===== src/rtl/pixel_control_pkg.sv =====
// Shared constants and helpers for the pixel column readout sequencer.
package pixel_control_pkg;

   localparam int PH_COMP1 = 32;   // first comparator-reset cycle
   localparam int PH_COMP2 = 40;   // staggered hand-over to RST_COMP2
   localparam int PH_VTH   = 48;   // comparator resets end, CDS_VTH begins
   localparam int MAX_MEM  = 8;
   localparam int COL_W    = 3;

   typedef enum logic {SEQ_IDLE, SEQ_RUN} seq_state_t;

   // Index of the last readable memory: READ_MEM clamped to 1..MAX_MEM, minus one.
   function automatic logic [COL_W-1:0] last_mem_idx(input logic [3:0] read_mem);
      if (read_mem == 4'd0)
         return '0;
      else if (read_mem >= 4'(MAX_MEM))
         return COL_W'(MAX_MEM - 1);
      else
         return COL_W'(read_mem - 4'd1);
   endfunction

endpackage


===== src/rtl/pixel_control_if.sv =====
// Control/status bundle between the slow-control block and the column sequencer.
interface pixel_control_if;
   import pixel_control_pkg::*;

   logic             PIX_RESET;
   logic             PIX_STORE;
   logic             COMP_EN_SEL;
   logic             MEM_SET_EN;
   logic             MEM_SET_CLR;
   logic             REGOUT_EN;
   logic [3:0]       READ_MEM;
   logic             TRG_MODE;
   logic             TRG_DET;
   logic             EVT_NUM_END;

   logic             CF_RST;
   logic             CDS_RST;
   logic             RST_COMP1;
   logic             RST_COMP2;
   logic             CDS_VTH;
   logic             PIX_RESET_BUSY;
   logic             PIX_END;
   logic             STORE;
   logic             READ_PIX;
   logic             MEM_SET_DONE;
   logic             LAST_MEM;
   logic [COL_W-1:0] COLOUT_SEL;
   logic             REGOUT_SEL;

   modport master (
      output PIX_RESET, PIX_STORE, COMP_EN_SEL, MEM_SET_EN, MEM_SET_CLR, REGOUT_EN,
             READ_MEM, TRG_MODE, TRG_DET, EVT_NUM_END,
      input  CF_RST, CDS_RST, RST_COMP1, RST_COMP2, CDS_VTH, PIX_RESET_BUSY, PIX_END,
             STORE, READ_PIX, MEM_SET_DONE, LAST_MEM, COLOUT_SEL, REGOUT_SEL
   );

   modport slave (
      input  PIX_RESET, PIX_STORE, COMP_EN_SEL, MEM_SET_EN, MEM_SET_CLR, REGOUT_EN,
             READ_MEM, TRG_MODE, TRG_DET, EVT_NUM_END,
      output CF_RST, CDS_RST, RST_COMP1, RST_COMP2, CDS_VTH, PIX_RESET_BUSY, PIX_END,
             STORE, READ_PIX, MEM_SET_DONE, LAST_MEM, COLOUT_SEL, REGOUT_SEL
   );

endinterface


===== src/rtl/pixel_mem_sel.sv =====
// Memory-column pointer: steps on MEM_SET_EN rising edges, saturates at the last memory.
module pixel_mem_sel
   import pixel_control_pkg::*;
(
   input  logic             clk,
   input  logic             rst,
   input  logic             mem_set_en,
   input  logic             mem_set_clr,
   input  logic [3:0]       read_mem,
   output logic             read_pix,
   output logic             mem_set_done,
   output logic             last_mem,
   output logic [COL_W-1:0] colout_sel
);

   logic             en_d;
   logic             step;
   logic             read_pix_n;
   logic             done_n;
   logic [COL_W-1:0] col_n;
   logic [COL_W-1:0] last_idx;

   assign step     = mem_set_en & ~en_d;
   assign last_idx = last_mem_idx(read_mem);

   always_comb begin
      read_pix_n = read_pix;
      col_n      = colout_sel;
      done_n     = 1'b0;
      if (mem_set_clr) begin
         read_pix_n = 1'b0;
         col_n      = '0;
      end else if (step) begin
         done_n = 1'b1;
         if (!read_pix) begin
            read_pix_n = 1'b1;
            col_n      = '0;
         end else if (colout_sel < last_idx) begin
            col_n = colout_sel + 1'b1;
         end
      end
   end

   // en_d tracks the input during reset so a level held through reset is not an edge.
   always_ff @(posedge clk) begin
      en_d <= mem_set_en;
      if (rst) begin
         read_pix     <= 1'b0;
         colout_sel   <= '0;
         mem_set_done <= 1'b0;
         last_mem     <= 1'b0;
      end else begin
         read_pix     <= read_pix_n;
         colout_sel   <= col_n;
         mem_set_done <= done_n;
         last_mem     <= read_pix_n && (col_n == last_idx);
      end
   end

endmodule


===== src/rtl/pixel_control.sv =====
// Column readout sequencer: counter-driven reset/CDS strobes, STORE window, memory pointer.
module pixel_control
   import pixel_control_pkg::*;
#(
   parameter int SEQ_LEN = 64,
   parameter int CF_END  = 16,
   parameter int CDS_END = 32
) (
   input logic             CLK,
   input logic             RST,
   pixel_control_if.slave  pif
);

   localparam int               CNT_W    = $clog2(SEQ_LEN);
   localparam logic [CNT_W-1:0] CNT_LAST = CNT_W'(SEQ_LEN - 1);

   seq_state_t       state, state_n;
   logic [CNT_W-1:0] cnt, cnt_n;
   logic             mode, mode_n;
   logic             pix_reset_d, pix_rise;
   logic             run_n;
   int               c_int;
   logic             cf_n, cds_n, comp1_n, comp2_n, vth_n, end_n, store_n;
   logic             cf_rst, cds_rst, rst_comp1, rst_comp2, cds_vth, pix_end, store, regout_sel;

   assign pix_rise = pif.PIX_RESET & ~pix_reset_d;

   always_comb begin
      state_n = state;
      cnt_n   = cnt;
      mode_n  = mode;
      unique case (state)
         SEQ_IDLE: if (pix_rise) begin
            state_n = SEQ_RUN;
            cnt_n   = '0;
            mode_n  = pif.COMP_EN_SEL;
         end
         SEQ_RUN: if (cnt == CNT_LAST) begin
            state_n = SEQ_IDLE;
            cnt_n   = '0;
         end else begin
            cnt_n = cnt + 1'b1;
         end
         default: state_n = SEQ_IDLE;
      endcase

      // Strobes are decoded from the next count so they register in step with it.
      run_n   = (state_n == SEQ_RUN);
      c_int   = int'(cnt_n);
      cf_n    = run_n && (c_int < CF_END);
      cds_n   = run_n && (c_int < CDS_END);
      comp1_n = run_n && (c_int >= PH_COMP1) && (c_int < (mode_n ? PH_VTH : PH_COMP2));
      comp2_n = run_n && (c_int >= (mode_n ? PH_COMP1 : PH_COMP2)) && (c_int < PH_VTH);
      vth_n   = run_n && (c_int >= PH_VTH);
      end_n   = run_n && (cnt_n == CNT_LAST);

      store_n = store;
      if (pix_end && pif.PIX_STORE)
         store_n = 1'b1;
      if (!pif.PIX_STORE || (pif.TRG_MODE && pif.TRG_DET) || pif.EVT_NUM_END)
         store_n = 1'b0;
      if (run_n)
         store_n = 1'b0;
   end

   always_ff @(posedge CLK) begin
      pix_reset_d <= pif.PIX_RESET;
      if (RST) begin
         state      <= SEQ_IDLE;
         cnt        <= '0;
         mode       <= 1'b0;
         cf_rst     <= 1'b0;
         cds_rst    <= 1'b0;
         rst_comp1  <= 1'b0;
         rst_comp2  <= 1'b0;
         cds_vth    <= 1'b0;
         pix_end    <= 1'b0;
         store      <= 1'b0;
         regout_sel <= 1'b0;
      end else begin
         state      <= state_n;
         cnt        <= cnt_n;
         mode       <= mode_n;
         cf_rst     <= cf_n;
         cds_rst    <= cds_n;
         rst_comp1  <= comp1_n;
         rst_comp2  <= comp2_n;
         cds_vth    <= vth_n;
         pix_end    <= end_n;
         store      <= store_n;
         regout_sel <= pif.REGOUT_EN;
      end
   end

   assign pif.CF_RST         = cf_rst;
   assign pif.CDS_RST        = cds_rst;
   assign pif.RST_COMP1      = rst_comp1;
   assign pif.RST_COMP2      = rst_comp2;
   assign pif.CDS_VTH        = cds_vth;
   assign pif.PIX_RESET_BUSY = (state == SEQ_RUN);
   assign pif.PIX_END        = pix_end;
   assign pif.STORE          = store;
   assign pif.REGOUT_SEL     = regout_sel;

   pixel_mem_sel u_mem_sel (
      .clk          (CLK),
      .rst          (RST),
      .mem_set_en   (pif.MEM_SET_EN),
      .mem_set_clr  (pif.MEM_SET_CLR),
      .read_mem     (pif.READ_MEM),
      .read_pix     (pif.READ_PIX),
      .mem_set_done (pif.MEM_SET_DONE),
      .last_mem     (pif.LAST_MEM),
      .colout_sel   (pif.COLOUT_SEL)
   );

endmodule


===== src/flat_wrapper.sv =====
// flat-port wrapper written by rule: the top's interface ports become plain ports
module pixel_control_flat import pixel_control_pkg::*;
#(
   parameter int SEQ_LEN = 64,
   parameter int CF_END  = 16,
   parameter int CDS_END = 32
)
  (CLK, RST, pif_PIX_RESET, pif_PIX_STORE, pif_COMP_EN_SEL, pif_MEM_SET_EN, pif_MEM_SET_CLR, pif_REGOUT_EN, pif_READ_MEM, pif_TRG_MODE, pif_TRG_DET, pif_EVT_NUM_END, pif_CF_RST, pif_CDS_RST, pif_RST_COMP1, pif_RST_COMP2, pif_CDS_VTH, pif_PIX_RESET_BUSY, pif_PIX_END, pif_STORE, pif_READ_PIX, pif_MEM_SET_DONE, pif_LAST_MEM, pif_COLOUT_SEL, pif_REGOUT_SEL);
  pixel_control_if pif_i ();
  input logic CLK;
  input logic RST;
  input wire logic [$bits(pif_i.PIX_RESET)-1:0] pif_PIX_RESET;
  input wire logic [$bits(pif_i.PIX_STORE)-1:0] pif_PIX_STORE;
  input wire logic [$bits(pif_i.COMP_EN_SEL)-1:0] pif_COMP_EN_SEL;
  input wire logic [$bits(pif_i.MEM_SET_EN)-1:0] pif_MEM_SET_EN;
  input wire logic [$bits(pif_i.MEM_SET_CLR)-1:0] pif_MEM_SET_CLR;
  input wire logic [$bits(pif_i.REGOUT_EN)-1:0] pif_REGOUT_EN;
  input wire logic [$bits(pif_i.READ_MEM)-1:0] pif_READ_MEM;
  input wire logic [$bits(pif_i.TRG_MODE)-1:0] pif_TRG_MODE;
  input wire logic [$bits(pif_i.TRG_DET)-1:0] pif_TRG_DET;
  input wire logic [$bits(pif_i.EVT_NUM_END)-1:0] pif_EVT_NUM_END;
  output wire logic [$bits(pif_i.CF_RST)-1:0] pif_CF_RST;
  output wire logic [$bits(pif_i.CDS_RST)-1:0] pif_CDS_RST;
  output wire logic [$bits(pif_i.RST_COMP1)-1:0] pif_RST_COMP1;
  output wire logic [$bits(pif_i.RST_COMP2)-1:0] pif_RST_COMP2;
  output wire logic [$bits(pif_i.CDS_VTH)-1:0] pif_CDS_VTH;
  output wire logic [$bits(pif_i.PIX_RESET_BUSY)-1:0] pif_PIX_RESET_BUSY;
  output wire logic [$bits(pif_i.PIX_END)-1:0] pif_PIX_END;
  output wire logic [$bits(pif_i.STORE)-1:0] pif_STORE;
  output wire logic [$bits(pif_i.READ_PIX)-1:0] pif_READ_PIX;
  output wire logic [$bits(pif_i.MEM_SET_DONE)-1:0] pif_MEM_SET_DONE;
  output wire logic [$bits(pif_i.LAST_MEM)-1:0] pif_LAST_MEM;
  output wire logic [$bits(pif_i.COLOUT_SEL)-1:0] pif_COLOUT_SEL;
  output wire logic [$bits(pif_i.REGOUT_SEL)-1:0] pif_REGOUT_SEL;
  assign pif_i.PIX_RESET = pif_PIX_RESET;
  assign pif_i.PIX_STORE = pif_PIX_STORE;
  assign pif_i.COMP_EN_SEL = pif_COMP_EN_SEL;
  assign pif_i.MEM_SET_EN = pif_MEM_SET_EN;
  assign pif_i.MEM_SET_CLR = pif_MEM_SET_CLR;
  assign pif_i.REGOUT_EN = pif_REGOUT_EN;
  assign pif_i.READ_MEM = pif_READ_MEM;
  assign pif_i.TRG_MODE = pif_TRG_MODE;
  assign pif_i.TRG_DET = pif_TRG_DET;
  assign pif_i.EVT_NUM_END = pif_EVT_NUM_END;
  assign pif_CF_RST = pif_i.CF_RST;
  assign pif_CDS_RST = pif_i.CDS_RST;
  assign pif_RST_COMP1 = pif_i.RST_COMP1;
  assign pif_RST_COMP2 = pif_i.RST_COMP2;
  assign pif_CDS_VTH = pif_i.CDS_VTH;
  assign pif_PIX_RESET_BUSY = pif_i.PIX_RESET_BUSY;
  assign pif_PIX_END = pif_i.PIX_END;
  assign pif_STORE = pif_i.STORE;
  assign pif_READ_PIX = pif_i.READ_PIX;
  assign pif_MEM_SET_DONE = pif_i.MEM_SET_DONE;
  assign pif_LAST_MEM = pif_i.LAST_MEM;
  assign pif_COLOUT_SEL = pif_i.COLOUT_SEL;
  assign pif_REGOUT_SEL = pif_i.REGOUT_SEL;
  pixel_control #(.SEQ_LEN(SEQ_LEN), .CF_END(CF_END), .CDS_END(CDS_END)) u_core (.CLK(CLK), .RST(RST), .pif(pif_i));
endmodule

===== config.mk =====
export PLATFORM = sky130hd
export DESIGN_NAME = pixel_control_flat
export DESIGN_NICKNAME = d
export VERILOG_FILES = /design/src/rtl/pixel_control_pkg.sv /design/src/rtl/pixel_control_if.sv /design/src/rtl/pixel_mem_sel.sv /design/src/rtl/pixel_control.sv /design/src/flat_wrapper.sv
export SDC_FILE = /design/constraint.sdc
export NUM_CORES = 1
export LEC_CHECK = 0
export BUFFER_PORTS_ARGS = -buffer_cell sky130_fd_sc_hd__buf_4
export CAP_MARGIN = 20
export CORE_ASPECT_RATIO = 1.1
export CORE_UTILIZATION = 46
export DETAILED_ROUTE_END_ITERATION = 8
export PLACE_DENSITY = 0.73
export SLEW_MARGIN = 30
export SYNTH_ARGS = -nofsm -noshare
export SYNTH_HDL_FRONTEND = slang
export SYNTH_SLANG_ARGS = --single-unit

===== constraint.sdc =====
create_clock -name CLK -period 2.1 [get_ports CLK]
set_input_delay 0.42 -clock CLK [delete_from_list [all_inputs] [get_ports CLK]]
set_output_delay 0.42 -clock CLK [all_outputs]
set_load 0.01 [all_outputs]

# Yosys cells after proc, flatten, opt, wreduce, memory -nomap -nowiden
# Index checks and enable logic that the tools add are counted.
# op_classes
n_addsub,3
magnitude_cmp,9
n_eq_ne,3
mux,19
n_bitwise,5
reduce_logical,17
# ops
operator,n
$ge A7 B32 Y1,1
$lt A7 B32 Y1,1
$mux W3,6
$eq A6 B6 Y1 const B,2
$ge A6 B6 Y1 const B,2
$lt A6 B6 Y1 const B,2
$mux W6,2
$pmux W6 S2,1
$logic_and A1 B1 Y1,11
$mux W1,7
$add A6 B1 Y6 const B,1
$lt A6 B5 Y1 const B,1
$mux W5,1
$ge A4 B4 Y1 const B,1
$logic_not A4 Y1,1
$mux W4,1
$add A3 B1 Y3 const B,1
$eq A3 B3 Y1,1
$lt A3 B3 Y1,1
$not A1 Y1,3
$reduce_or A3 Y1,1
$sub A3 B1 Y3 const B,1
$and A1 B1 Y1,2
$logic_or A1 B1 Y1,2
other kinds (3),3
# totals
regBits,24
inputBits,15
out_inout_bits,15

# Longest topological paths before layout
# Gate-level depths: netlist of run 1.
# logic_depth
word_depth,10
depth_mapped,11
ltp_nobuf,11

# Hierarchy
# Synthesis of run 1 repeated with hierarchy kept, for this count alone.
# unflattened
cells_unflattened,141
hier_area_um2,1261.2
# by_module_without_submodules
mod,n_inst,cells_each,area_each_um2,seq_area_each_um2
pixel_control,1,84,782.0,340.3
pixel_mem_sel,1,57,479.2,140.1

# Worst setup path after synthesis of run 1
# OpenSTA, ideal clock, no wires.
# synth_path
path_type,input port to flip-flop
startpoint,input pif_READ_MEM[0]
endpoint,register u_core.u_mem_sel.last_mem
setup_ps,119
arrival_ps,2051
path_slack_ps,-70
stages,11
path_buffers,0
path_cell_list,inv_1 > ha_1 > inv_1 > a21oi_1 > ha_1 > o21ai_0 > and2_1 > a32oi_1 > mux2i_1 > xor2_1 > nor3_1
# synth_via
elab_chain_cells,10
word_cells_on_any_way,12
cone_classes,add/sub (1); order compare (2); eq/ne (1); mux (6); reduce/logical (2)
# synth_rtl
item,line_no,text
"start, declared",flat_wrapper.sv:18,input wire logic [$bits(pif_i.READ_MEM)-1:0] pif_READ_MEM;
$ge A4 B4 Y1 / $sub A3 B1 Y3 (equally long branches),"pixel_control_pkg.sv:16, pixel_control_pkg.sv:19",
$mux W3,pixel_control_pkg.sv:16,else if (read_mem >= 4'(MAX_MEM))
$mux W3 *,pixel_control_pkg.sv:14,if (read_mem == 4'd0)
$lt A3 B3 Y1,pixel_mem_sel.sv:38,end else if (colout_sel < last_idx) begin
$mux W3,pixel_mem_sel.sv:38,
$mux W3,pixel_mem_sel.sv:35,if (!read_pix) begin
$mux W3,pixel_mem_sel.sv:33,end else if (step) begin
$mux W3,pixel_mem_sel.sv:30,if (mem_set_clr) begin
$eq A3 B3 Y1 *,pixel_mem_sel.sv:56,last_mem <= read_pix_n && (col_n == last_idx);
$logic_and A1 B1 Y1 *,pixel_mem_sel.sv:56,
"end signal, assigned",pixel_mem_sel.sv:56,
"end, declared",pixel_mem_sel.sv:12,"output logic last_mem,"
# Every way passes the cells marked *; elsewhere a longest branch is shown, timed or not.
# A chain may end at the register's enable or synchronous reset.

# Worst setup path after layout of run 1
# Ends and elaborated chain as after synthesis.

==> results of run 1 <==
==> metal layers <==
layer	up-vias	wire length (µm)	global-route usage, %
li1	568	-	-
met1	506	1180	22.7
met2	27	1360	34.7
met3	5	63	2.75
met4	0	54	10.3
met5	-	0	0
==> per-stage QoR <==
stage | instances | total power [W] | util (%) | setup WS [ps]
after floorplan | 136 | 0.000561 | - | 15.8
after global placement | 205 | 0.000625 | 66.4 | -205
after detailed placement | 205 | 0.000629 | 66.4 | -276
after CTS | 209 | 0.000868 | 67.9 | 56.5
after global routing | 211 | 0.000917 | 69.7 | -30.3
final | 211 | 0.000867 | 69.7 | 78.0
==> area by class of cell <==
class	instances	area share, %
tap	30	2.30
inverter	6	1.53
multi-input combinational	103	44.2
sequential	24	29.4
timing repair buffer	44	20.2
clock buffer	4	2.22
==> power breakdown <==
part	internal, W	total, W	leakage [nW]	switching [W]
Sequential	0.000467	0.000477	0.195	0.00000981
Clock	0.000106	0.000241	0.0210	0.000135
Combinational	0.0000774	0.000149	0.526	0.0000712
==> worst paths after layout <==
check / slack [ps] / endpoint / cells after the start / start
setup / recovery: 80 / u_core.u_mem_sel.last_mem / 12 / pif_READ_MEM[0]
hold / removal: 210 / u_core.pix_reset_d / 1 / pif_PIX_RESET
setup reg to reg: 200 / u_core.pif.PIX_END / 6 / u_core.cnt[2]
hold reg to reg: 520 / u_core.u_mem_sel.read_pix / 2 / u_core.u_mem_sel.read_pix
==> what timing repair did <==
action                                  CTS  global route
endpoints found under the setup margin    0             4
setup buffers                             0             2
resized for setup                         0             5
==> worst reg2reg max path: stages, from the launching register on <==
cell      delay, ps
dfxtp_1         450
nand3_2         130
or2_4           270
or3b_4          380
a211oi_2        270
and2_2          200
and3b_1         150
==> cells in the mapped netlist, drive strengths merged (2+ instances only) <==
| cell type | instances |
|---|---|
| xor2 | 2 |
| inv | 6 |
| nand3 | 3 |
| a21oi | 11 |
| dfxtp | 24 |
| nand2 | 9 |
| ha | 7 |
| nor3 | 4 |
| and2 | 3 |
| xnor2 | 2 |
| nand2b | 4 |
| nor2 | 17 |
| nor3b | 4 |
| clkbuf | 2 |
| or2 | 2 |
| a211oi | 2 |
| o21ai | 7 |
| mux2i | 4 |
| nor2b | 8 |
==> cells by family after synthesis <==
group	after synthesis	synth area share [%]
multiplexers	4	3.37
AO/OA/AOI/OAI	28	15.1
AND/OR/NAND/NOR	60	27.8
flip-flops	24	40.5
buffers and inverters	9	2.95
XOR/XNOR	4	2.95
adder cells (fa/ha/maj)	7	7.38
==> results by group, run 1 <==
Status
  • Status: completed

Yosys
  • Most used DFF post-synth: dfxtp_1
  • Post-synthesis sequential area ratio: 40.5%
  • Cell taking the most area after synthesis: dfxtp_1
  • Mapped cell area: about 0.0012 mm²
  • Yosys reg bits: 24
  • Synth unique cells: 40
  • Post-synthesis async set-or-reset flop share: 0%
  • Yosys top cell area share: 40.5%
  • Synth warn: 0
  • Top cells by area, synth: dfxtp_1 40%, ha_1 7.4%, nor2_1 5.4%, a21oi_1 4.6%, nor2b_1 4.2%
  • Mapped Cells: ~140
  • Post-synth EDFFs: 0
  • Synth Area per Inst: slightly below 9 µm²
  • Mapped Nets: roughly 160

Worst setup path
  • Family with the most delay on the worst path: compound AO/OA/AOI/OAI gates
  • Crit Path Max Fanout: 2
  • Slowest stage delay, CP: about 300 ps
  • Req. time, crit path: around 2300 ps
  • CP arrival: 2260 ps
  • Worst path cell trace: buf_4 -> inv_2 -> ha_4 -> inv_1 -> a21oi_1 -> ha_2 -> nor3b_1 -> buf_4 -> a32oi_1 -> mux2i_1 -> xor2_1 -> nor3_1
  • Startpoint Class: input pin
  • Critical path buffer and inverter count: 4
  • CP Class: in -> reg
  • Crit. End Element: register
  • Crit-path slowest cell: mux2i_1
  • Top cell by count, worst path: buf_4

Clock tree
  • Clock latency on the worst-skew pair: about 310 ps
  • Longest Clk Path Bufs: 2
  • # clock sinks: 24
  • CTS tree: built
  • CTS clk-pin slew, worst paths: between 100 and 150 ps
  • CTS root buf: clkbuf_4
  • Post-CTS Hold Fix Bufs: 0
  • CTS H-tree lvls: 1
  • CTS buffer count: 3

Global routing
  • Vias in the first global route: around 1,000
  • Largest net degree at the start of global routing: 18
  • Global-route wire length before repair: ~4300 µm
  • GRT overflow: 0
  • Tot GR Track Use: between 10% and 20%
  • Initial antenna violation count: 0

Layout
  • Commonest non-fill, non-tap cell in the layout: buf_4
  • Max reg flops: 6
  • Ant. Diodes: 0
  • FILL cells: about 190
  • Area grow syn2layout: 37.4%
  • Top reg by flops: u_core.cnt
  • Largest regs: u_core.cnt (6), u_core.u_mem_sel.colout_sel (3)
  • Storage cell area: slightly below 500 µm²
  • NumNets Final: just over 200
  • Leading cell types in the layout, fill and taps excluded: 44 x buf_4, 24 x dfxtp_1, 17 x nor2_1
  • Multi-input gate area: a little over 700 µm²
  • Share of post-route cells with drive strength above 1: 36.5%
  • Fin area: roughly 0.0016 mm²

Route
  • Antenna Nets Post-Route: 0
  • DR vias: 1,106
  • DRT Pass-1 Iters: 4
  • First DRT Iteration DRCs: 25
  • Total routed wirelength: ~2700 µm
  • DR vias/cell: between 5 and 6
  • Drt drc: 0
  • Wire per inst: 12.6 µm

STA
  • Final setup TNS: 0 ps
  • Final hold slack: around 210 ps
  • Final Cycle Share: 96.3%
  • Worst Skew: about 2.2 ps
  • F_max: a little under 0.5 GHz
  • Worst-Margin Slew: 379 ps
  • Final setup violation count: 0
  • Final Max Tran Viols: 0
  • Max_slew headroom: 74.1%
  • Final Hold Vio Count: 0
  • Post-layout min period: approximately 2000 ps

Die
  • FP Rows: 18
  • Initial Utilization: between 50% and 60%
  • Die Wd: about 50 µm
  • IO Count: 30
  • DIE AREA: 0.00279 mm²
  • Core ar.: between 0.002 and 0.0025 mm²
  • Die Y: 55.3 µm

Placement
  • Detailed Place HPWL: roughly 2100 µm
  • Cell Area, Placed: ~0.0016 mm²
  • GPL Wtd Cong: about 0.80
  • PortBufs: 29

Power and ir drop
  • Max rail drop VDD: 0.379 mV
  • Leakage: around 0.74 nW
  • PwrDens: about 530 mW/mm²

Run
  • Max-cap check violation count: 0

Min path
  • Hold Path Class: in -> reg
(Power assumes the default switching activity.)
==> run 2: changes to the inputs <==
--- a/config.mk
+++ b/config.mk
@@ -7,7 +7,7 @@
 export LEC_CHECK = 0
 export BUFFER_PORTS_ARGS = -buffer_cell sky130_fd_sc_hd__buf_4
 export CAP_MARGIN = 20
-export CORE_ASPECT_RATIO = 1.1
+export CORE_ASPECT_RATIO = 0.75
 export CORE_UTILIZATION = 46
 export DETAILED_ROUTE_END_ITERATION = 8
 export PLACE_DENSITY = 0.73
==> constraint.sdc (replaced) <==
create_clock -name CLK -period 2.1 [get_ports CLK]
set_input_delay 0.21 -clock CLK [delete_from_list [all_inputs] [get_ports CLK]]
set_output_delay 0.21 -clock CLK [all_outputs]
set_load 0.01 [all_outputs]
==> run 2 against run 1 <==
Net effect:
- clock skew up 6.5 ps
- flip-flop and latch count unchanged
- utilization down 3.4 points
- critical path depth down 3
- worst setup slack better by 88 ps
- maximum frequency up 4.5%
- die area about the same
- clock-buffer cell count down 1
- critical endpoint is now u_core.pif.RST_COMP2
- routed wire length down 1.1%
- highest routed layer unchanged
- via count down 2.1%
- design area down 3.9%
==> results by group, run 2 (synthesis results as in run 1) <==
Status
  • Status: completed (unchanged)

Global routing
  • GRT overflow: 0 (unchanged)
  • Tot GR Track Use: 20.2% (was 19.8%)
  • Global-route wire length before repair: 4060 µm (was 4250 µm)
  • Vias in the first global route: 922 (was 1,001)
  • Initial antenna violation count: 0 (unchanged)
  • Largest net degree at the start of global routing: 18 (unchanged)

STA
  • Worst-Margin Slew: 362 ps (was 379 ps)
  • Post-layout min period: 1930 ps (was 2020 ps)
  • Max_slew headroom: 75.2% (was 74.1%)
  • Final setup margin: 166 ps (was 78.0 ps)
  • Final Cycle Share: 92.1% (was 96.3%)
  • Worst Skew: 8.75 ps (was 2.24 ps)
  • Final setup TNS: 0 ps (unchanged)
  • Final hold slack: 88.2 ps (was 210 ps)
  • Final Hold Vio Count: 0 (unchanged)
  • Final setup violation count: 0 (unchanged)
  • F_max: 0.517 GHz (was 0.495 GHz)
  • Final Max Tran Viols: 0 (unchanged)

Layout
  • NumNets Final: 200 (was 204)
  • Share of post-route cells with drive strength above 1: 30.1% (was 36.5%)
  • Leading cell types in the layout, fill and taps excluded: 38 x buf_4, 24 x dfxtp_1, 17 x nor2_1 (was 44 x buf_4, 24 x dfxtp_1, 17 x nor2_1)
  • Max reg flops: 6 (unchanged)
  • Ant. Diodes: 0 (unchanged)
  • Top reg by flops: u_core.cnt (unchanged)
  • Commonest non-fill, non-tap cell in the layout: buf_4 (unchanged)
  • FILL cells: 204 (was 192)
  • Largest regs: u_core.cnt (6), u_core.u_mem_sel.colout_sel (3) (unchanged)
  • Area grow syn2layout: 32.0% (was 37.4%)

Worst setup path
  • R2r startpoint: u_core.cnt[0] (was u_core.cnt[2])
  • Startpoint Class: input pin (unchanged)
  • Worst Setup SP: pif_PIX_RESET (was pif_READ_MEM[0])
  • R2R depth: 9 (was 6)
  • R2r endpoint: u_core.pif.RST_COMP2 (was u_core.pif.PIX_END)
  • Req. time, crit path: 2340 ps (about the same)
  • Crit Path Max Fanout: 5 (was 2)
  • CP Class: in -> reg (unchanged)
  • Slowest stage delay, CP: 540 ps (was 300 ps)
  • Crit. End Element: register (unchanged)
  • Worst path cell trace: dlygate4sd3_1 -> buf_4 -> nand2b_1 -> nor2b_1 -> o21ai_0 -> o31a_1 -> ha_1 -> nand4_1 -> a21oi_1 (was buf_4 -> inv_2 -> ha_4 -> inv_1 -> a21oi_1 -> ha_2 -> nor3b_1 -> buf_4 -> a32oi_1 -> mux2i_1 -> xor2_1 -> nor3_1)
  • Crit-path slowest cell: dlygate4sd3_1 (was mux2i_1)
  • CP arrival: 2170 ps (was 2260 ps)
  • Reg2Reg Setup Slack: 240 ps (was 200 ps)
  • Crit path capture: u_core.pif.RST_COMP2 (was u_core.u_mem_sel.last_mem)

Die
  • Die Wd: 60.7 µm (was 50.4 µm)
  • IO Count: 30 (unchanged)
  • Initial Utilization: 50.2% (was 50.7%)
  • Core ar.: 0.00236 mm² (was 0.00234 mm²)
  • DIE AREA: 0.00279 mm² (about the same)
  • FP Rows: 15 (was 18)
  • Die Y: 46 µm (was 55.3 µm)

Clock tree
  • CTS H-tree lvls: 1 (unchanged)
  • Longest Clk Path Bufs: 2 (unchanged)
  • CTS tree: built (unchanged)
  • # clock sinks: 24 (unchanged)
  • CTS root buf: clkbuf_4 (unchanged)
  • Clock latency on the worst-skew pair: 310 ps (about the same)
  • CTS buffer count: 3 (unchanged)
  • CTS clk-pin slew, worst paths: 120 ps (was 130 ps)

Power and ir drop
  • Clock power frac: 23.6% (was 27.8%)
  • Design Power: 0.000805 W (was 0.000867 W)
  • Comb pwr share: 17.1% (about the same)
  • Leakage: 0.721 nW (was 0.742 nW)
  • Internal power: 0.000604 W (was 0.000651 W)
  • Psw: 0.000201 W (was 0.000216 W)
  • PwrDens: 514 mW/mm² (was 532 mW/mm²)
  • Max rail drop VDD: 0.382 mV (was 0.379 mV)
  • Flop pwr share: 59.3% (was 55.0%)
  • Sw frac: 25.0% (about the same)

Placement
  • Detailed Place HPWL: 1990 µm (was 2060 µm)
  • Dpl ws: -140 ps (was -276 ps)
  • PortBufs: 29 (unchanged)
  • GPL Wtd Cong: 0.887 (was 0.798)

Route
  • Total routed wirelength: 2630 µm (was 2660 µm)
  • Wire per inst: 12.5 µm (was 12.6 µm)
  • Drt drc: 0 (unchanged)
  • DR vias/cell: 5.16 (was 5.24)
  • DR vias: 1,083 (was 1,106)
  • DRT Pass-1 Iters: 5 (was 4)
  • Antenna Nets Post-Route: 0 (unchanged)
  • First DRT Iteration DRCs: 40 (was 25)

Min path
  • Hold Path Class: in -> reg (unchanged)

Run
  • Max-cap check violation count: 0 (unchanged)
==> run 2: cell types whose count changed in the layout (fill, tap and decap cells not counted), moves of 2 or more <==
| cell | previous run | this run |
|---|---|---|
| inv_1 | 4 | 6 |
| ha_2 | 2 | 0 |
| buf_4 | 44 | 38 |
| ha_1 | 4 | 7 |
| dlygate4sd3_1 | 0 | 2 |
==> run 2: per-stage QoR <==
stage / instance area, µm² / utilization [%] / std cells
2_1_floorplan: 1190 / - / 136
3_3_place_gp: 1500 / 63.5 / 205
3_5_place_dp: 1500 / 63.5 / 205
4_1_cts: 1530 / 64.5 / 208
5_1_grt: 1570 / 66.3 / 210
6_report: 1570 / 66.3 / 210
==> run 2: what timing repair did <==
item	CTS	global route
endpoints found under the setup margin	0	2
resized for setup	0	5
setup buffers	0	0
hold buffers	0	2
endpoints found under the hold margin	0	2
==> run 2: critical path, delay by kind of cell <==
family / cells / cell delay [ps]
buffers and inverters: 2 / 680
AND/OR/NAND/NOR: 3 / 520
AO/OA/AOI/OAI: 3 / 470
adder cells (fa/ha/maj): 1 / 300
==> run 2: cell type report <==
cell class                 instances  area [µm²]  area share (%)
timing repair buffer              40         305            19.5
multi-input combinational        103         694            44.3
inverter                           6        22.5            1.44
clock buffer                       3        22.5            1.44
sequential                        24         480            30.6
tap                               34        42.5            2.71
==> run 2: how the worst min path moves through the flow <==
stage,start,to,slack [ps],cells past startpoint
floorplan,pif_PIX_RESET,u_core.pix_reset_d,240,0
global placement,pif_PIX_RESET,u_core.pix_reset_d,330,1
detailed placement,pif_PIX_RESET,u_core.pix_reset_d,330,1
CTS,pif_PIX_RESET,u_core.pix_reset_d,2,1
global route,pif_MEM_SET_CLR,u_core.u_mem_sel.mem_set_done,70,2
finish,pif_MEM_SET_CLR,u_core.u_mem_sel.mem_set_done,90,2
==> run 2: routing by layer <==
metal,GRT usage (%),wire length [µm]
met5,0,0
met4,4.55,13
met3,5.97,147
met2,28.4,1070
met1,30.2,1400
==> run 2: power by group through the flow <==
stage               combinational [W]  clock [W]  sequential (W)
global placement             0.000126          0        0.000486
CTS                          0.000130   0.000198        0.000477
detailed placement           0.000129          0        0.000487
finish                       0.000138   0.000190        0.000477
floorplan                   0.0000672          0        0.000488
global route                 0.000152   0.000221        0.000480
==> run 3: changes to the inputs <==
--- a/config.mk
+++ b/config.mk
@@ -11,7 +11,8 @@
 export CORE_UTILIZATION = 46
 export DETAILED_ROUTE_END_ITERATION = 8
 export PLACE_DENSITY = 0.73
-export SLEW_MARGIN = 30
+export SETUP_SLACK_MARGIN = 0.3
+export SLEW_MARGIN = 20
 export SYNTH_ARGS = -nofsm -noshare
 export SYNTH_HDL_FRONTEND = slang
 export SYNTH_SLANG_ARGS = --single-unit
==> run 3 against run 2 <==
Net effect:
- power rose by 11%
- critical endpoint is now u_core.u_mem_sel.last_mem
- cell count rose by 2.9%
- utilization rose by 9.5 points
- combinational power rose by 20%
- largest cell class unchanged
- hold slack got worse by 76 ps
- die area did not move
- design area rose by 14%
==> results by group, run 3 (synthesis results as in run 1) <==
Layout
  • Share of post-route cells with drive strength above 1: 47.3% (was 30.1%)
  • Leading cell types in the layout, fill and taps excluded: 44 x buf_4, 17 x nor2_1, 15 x dfxtp_1 (was 38 x buf_4, 24 x dfxtp_1, 17 x nor2_1)
  • Top reg by flops: u_core.cnt (unchanged)
  • Ant. Diodes: 0 (unchanged)
  • Max reg flops: 6 (unchanged)
  • Commonest non-fill, non-tap cell in the layout: buf_4 (unchanged)
  • Fin util: 75.8% (was 66.3%)
  • Non-filler cells, final: 216 (was 210)
  • FILL cells: 164 (was 204)
  • Largest regs: u_core.cnt (6), u_core.u_mem_sel.colout_sel (3) (unchanged)
  • Area grow syn2layout: 50.9% (was 32.0%)
  • NumNets Final: 205 (was 200)

STA
  • F_max: 0.552 GHz (was 0.517 GHz)
  • Final setup violation count: 0 (unchanged)
  • Final Max Tran Viols: 0 (unchanged)
  • Max_slew headroom: 74.0% (was 75.2%)
  • Unrepaired setup endpoints after global routing: true
  • Worst Skew: 3.64 ps (was 8.75 ps)
  • Worst-Margin Slew: 381 ps (was 362 ps)
  • Final Hold Vio Count: 0 (unchanged)
  • Post-layout min period: 1810 ps (was 1930 ps)
  • Final Cycle Share: 86.2% (was 92.1%)

Power and ir drop
  • Comb pwr share: 18.5% (was 17.1%)
  • Leakage: 0.770 nW (was 0.721 nW)
  • Flop pwr share: 53.9% (was 59.3%)
  • Psw: 0.000239 W (was 0.000201 W)
  • Sw frac: 26.7% (was 25.0%)
  • Internal power: 0.000655 W (was 0.000604 W)
  • PwrDens: 499 mW/mm² (was 514 mW/mm²)
  • Clock power frac: 27.6% (was 23.6%)
  • Max rail drop VDD: 0.323 mV (was 0.382 mV)

Route
  • DR vias/cell: 5.43 (was 5.16)
  • First DRT Iteration DRCs: 45 (was 40)
  • Met1 Routed Length: 1420 µm (was 1400 µm)
  • Wire per inst: 15.1 µm (was 12.5 µm)
  • DRT Pass-1 Iters: 4 (was 5)
  • Top sig layer: met4 (unchanged)
  • Met2 WL: 1530 µm (was 1070 µm)
  • DR vias: 1,173 (was 1,083)
  • Met3 wire len: 252 µm (was 147 µm)
  • Total routed wirelength: 3270 µm (was 2630 µm)
  • Antenna Nets Post-Route: 0 (unchanged)
  • Drt drc: 0 (unchanged)

Worst setup path
  • Crit Path Max Fanout: 3 (was 5)
  • Startpoint Class: input pin (unchanged)
  • CP arrival: 2070 ps (was 2170 ps)
  • Worst Setup SP: pif_READ_MEM[0] (was pif_PIX_RESET)
  • Req. time, crit path: 2350 ps (was 2340 ps)
  • Crit. End Element: register (unchanged)
  • R2r startpoint: u_core.cnt[4] (was u_core.cnt[0])
  • CP Class: in -> reg (unchanged)

Min path
  • Hold_sp: pif_MEM_SET_EN (was pif_MEM_SET_CLR)
  • Hold Path Class: in -> reg (unchanged)

Die
  • DIE AREA: 0.00279 mm² (unchanged)
  • Initial Utilization: 50.2% (unchanged)
  • IO Count: 30 (unchanged)
  • Core ar.: 0.00236 mm² (unchanged)
  • FP Rows: 15 (unchanged)
  • Die Wd: 60.7 µm (unchanged)
  • Die Y: 46 µm (unchanged)

Clock tree
  • CTS root buf: clkbuf_4 (unchanged)
  • CTS buffer count: 3 (unchanged)
  • CTS clk-pin slew, worst paths: 130 ps (was 120 ps)
  • CTS H-tree lvls: 1 (unchanged)
  • # clock sinks: 24 (unchanged)
  • Clock latency on the worst-skew pair: 320 ps (was 310 ps)
  • Longest Clk Path Bufs: 2 (unchanged)
  • CTS tree: built (unchanged)

Global routing
  • Initial antenna violation count: 0 (unchanged)
  • Vias in the first global route: 968 (was 922)
  • Tot GR Track Use: 21.1% (was 20.2%)
  • Global-route wire length before repair: 4200 µm (was 4060 µm)
  • Largest net degree at the start of global routing: 18 (unchanged)
  • GRT overflow: 0 (unchanged)

Placement
  • Detailed Place HPWL: 1990 µm (unchanged)
  • GPL Wtd Cong: 0.946 (was 0.887)
  • PortBufs: 29 (unchanged)
  • Placed Cells: 200 (was 205)

Status
  • Status: completed (unchanged)

Run
  • Max-cap check violation count: 0 (unchanged)
run 3: metrics by stage:
step	TNS, ps	worst slack, ps	power, W	instance area (µm²)	hold WS, ps
3_5_place_dp	-112	-97.0	0.000621	1510	328
2_1_floorplan	0	253	0.000564	1230	238
6_report	0	290	0.000894	1790	12.4
5_1_grt	0	244	0.000927	1790	-0.412
4_1_cts	0	306	0.000868	1650	14.6
3_3_place_gp	-36.1	-36.1	0.000615	1510	325
run 3: power groups by stage:
stage	clock [W]	sequential [W]	combinational (W)
after CTS	0.000244	0.000479	0.000145
after detailed placement	0	0.000489	0.000133
after global routing	0.000267	0.000483	0.000177
final	0.000246	0.000482	0.000166
after floorplan	0	0.000488	0.0000762
after global placement	0	0.000488	0.000127
run 3: layout make-up:
| type | instances | area (µm²) | share of cell area, % |
|---|---|---|---|
| tap | 34 | 42.5 | 2.37 |
| clock buffer | 4 | 36.3 | 2.03 |
| timing repair buffer | 45 | 340 | 19.0 |
| sequential | 24 | 497 | 27.7 |
| multi-input combinational | 103 | 838 | 46.8 |
| inverter | 6 | 37.5 | 2.09 |
run 3: worst max-delay path, cell delays in order:
cell and delay [ps]:
buf_4 130, inv_12 30, ha_4 250, inv_2 40
a21oi_4 160, ha_4 230, o21ai_2 190, and2_4 210
a32oi_2 70, mux2i_2 190, xor2_1 170, nor3_1 190
run 3: layer usage:
layer / global-route usage, % / vias up
met5: 0 / -
met3: 6.53 / 8
met4: 4.55 / 0
met2: 34.5 / 56
li1: - / 561
met1: 27.5 / 548
run 3: timing repair:
| item | in CTS | in global routing |
|---|---|---|
| pin swaps | 3 | 13 |
| setup endpoints to repair | 4 | 7 |
| hold endpoints to repair | 1 | 0 |
| hold buffers | 1 | 0 |
| buffers inserted | 5 | 6 |
| resized for setup | 16 | 20 |
run 3: worst paths after layout:
| path | to | slack [ps] | cells past startpoint |
|---|---|---|---|
| setup / recovery | u_core.u_mem_sel.last_mem | 290 | 12 |
| hold / removal | u_core.u_mem_sel.en_d | 10 | 1 |
| setup reg to reg | u_core.pif.PIX_END | 310 | 6 |
| hold reg to reg | u_core.u_mem_sel.read_pix | 520 | 2 |
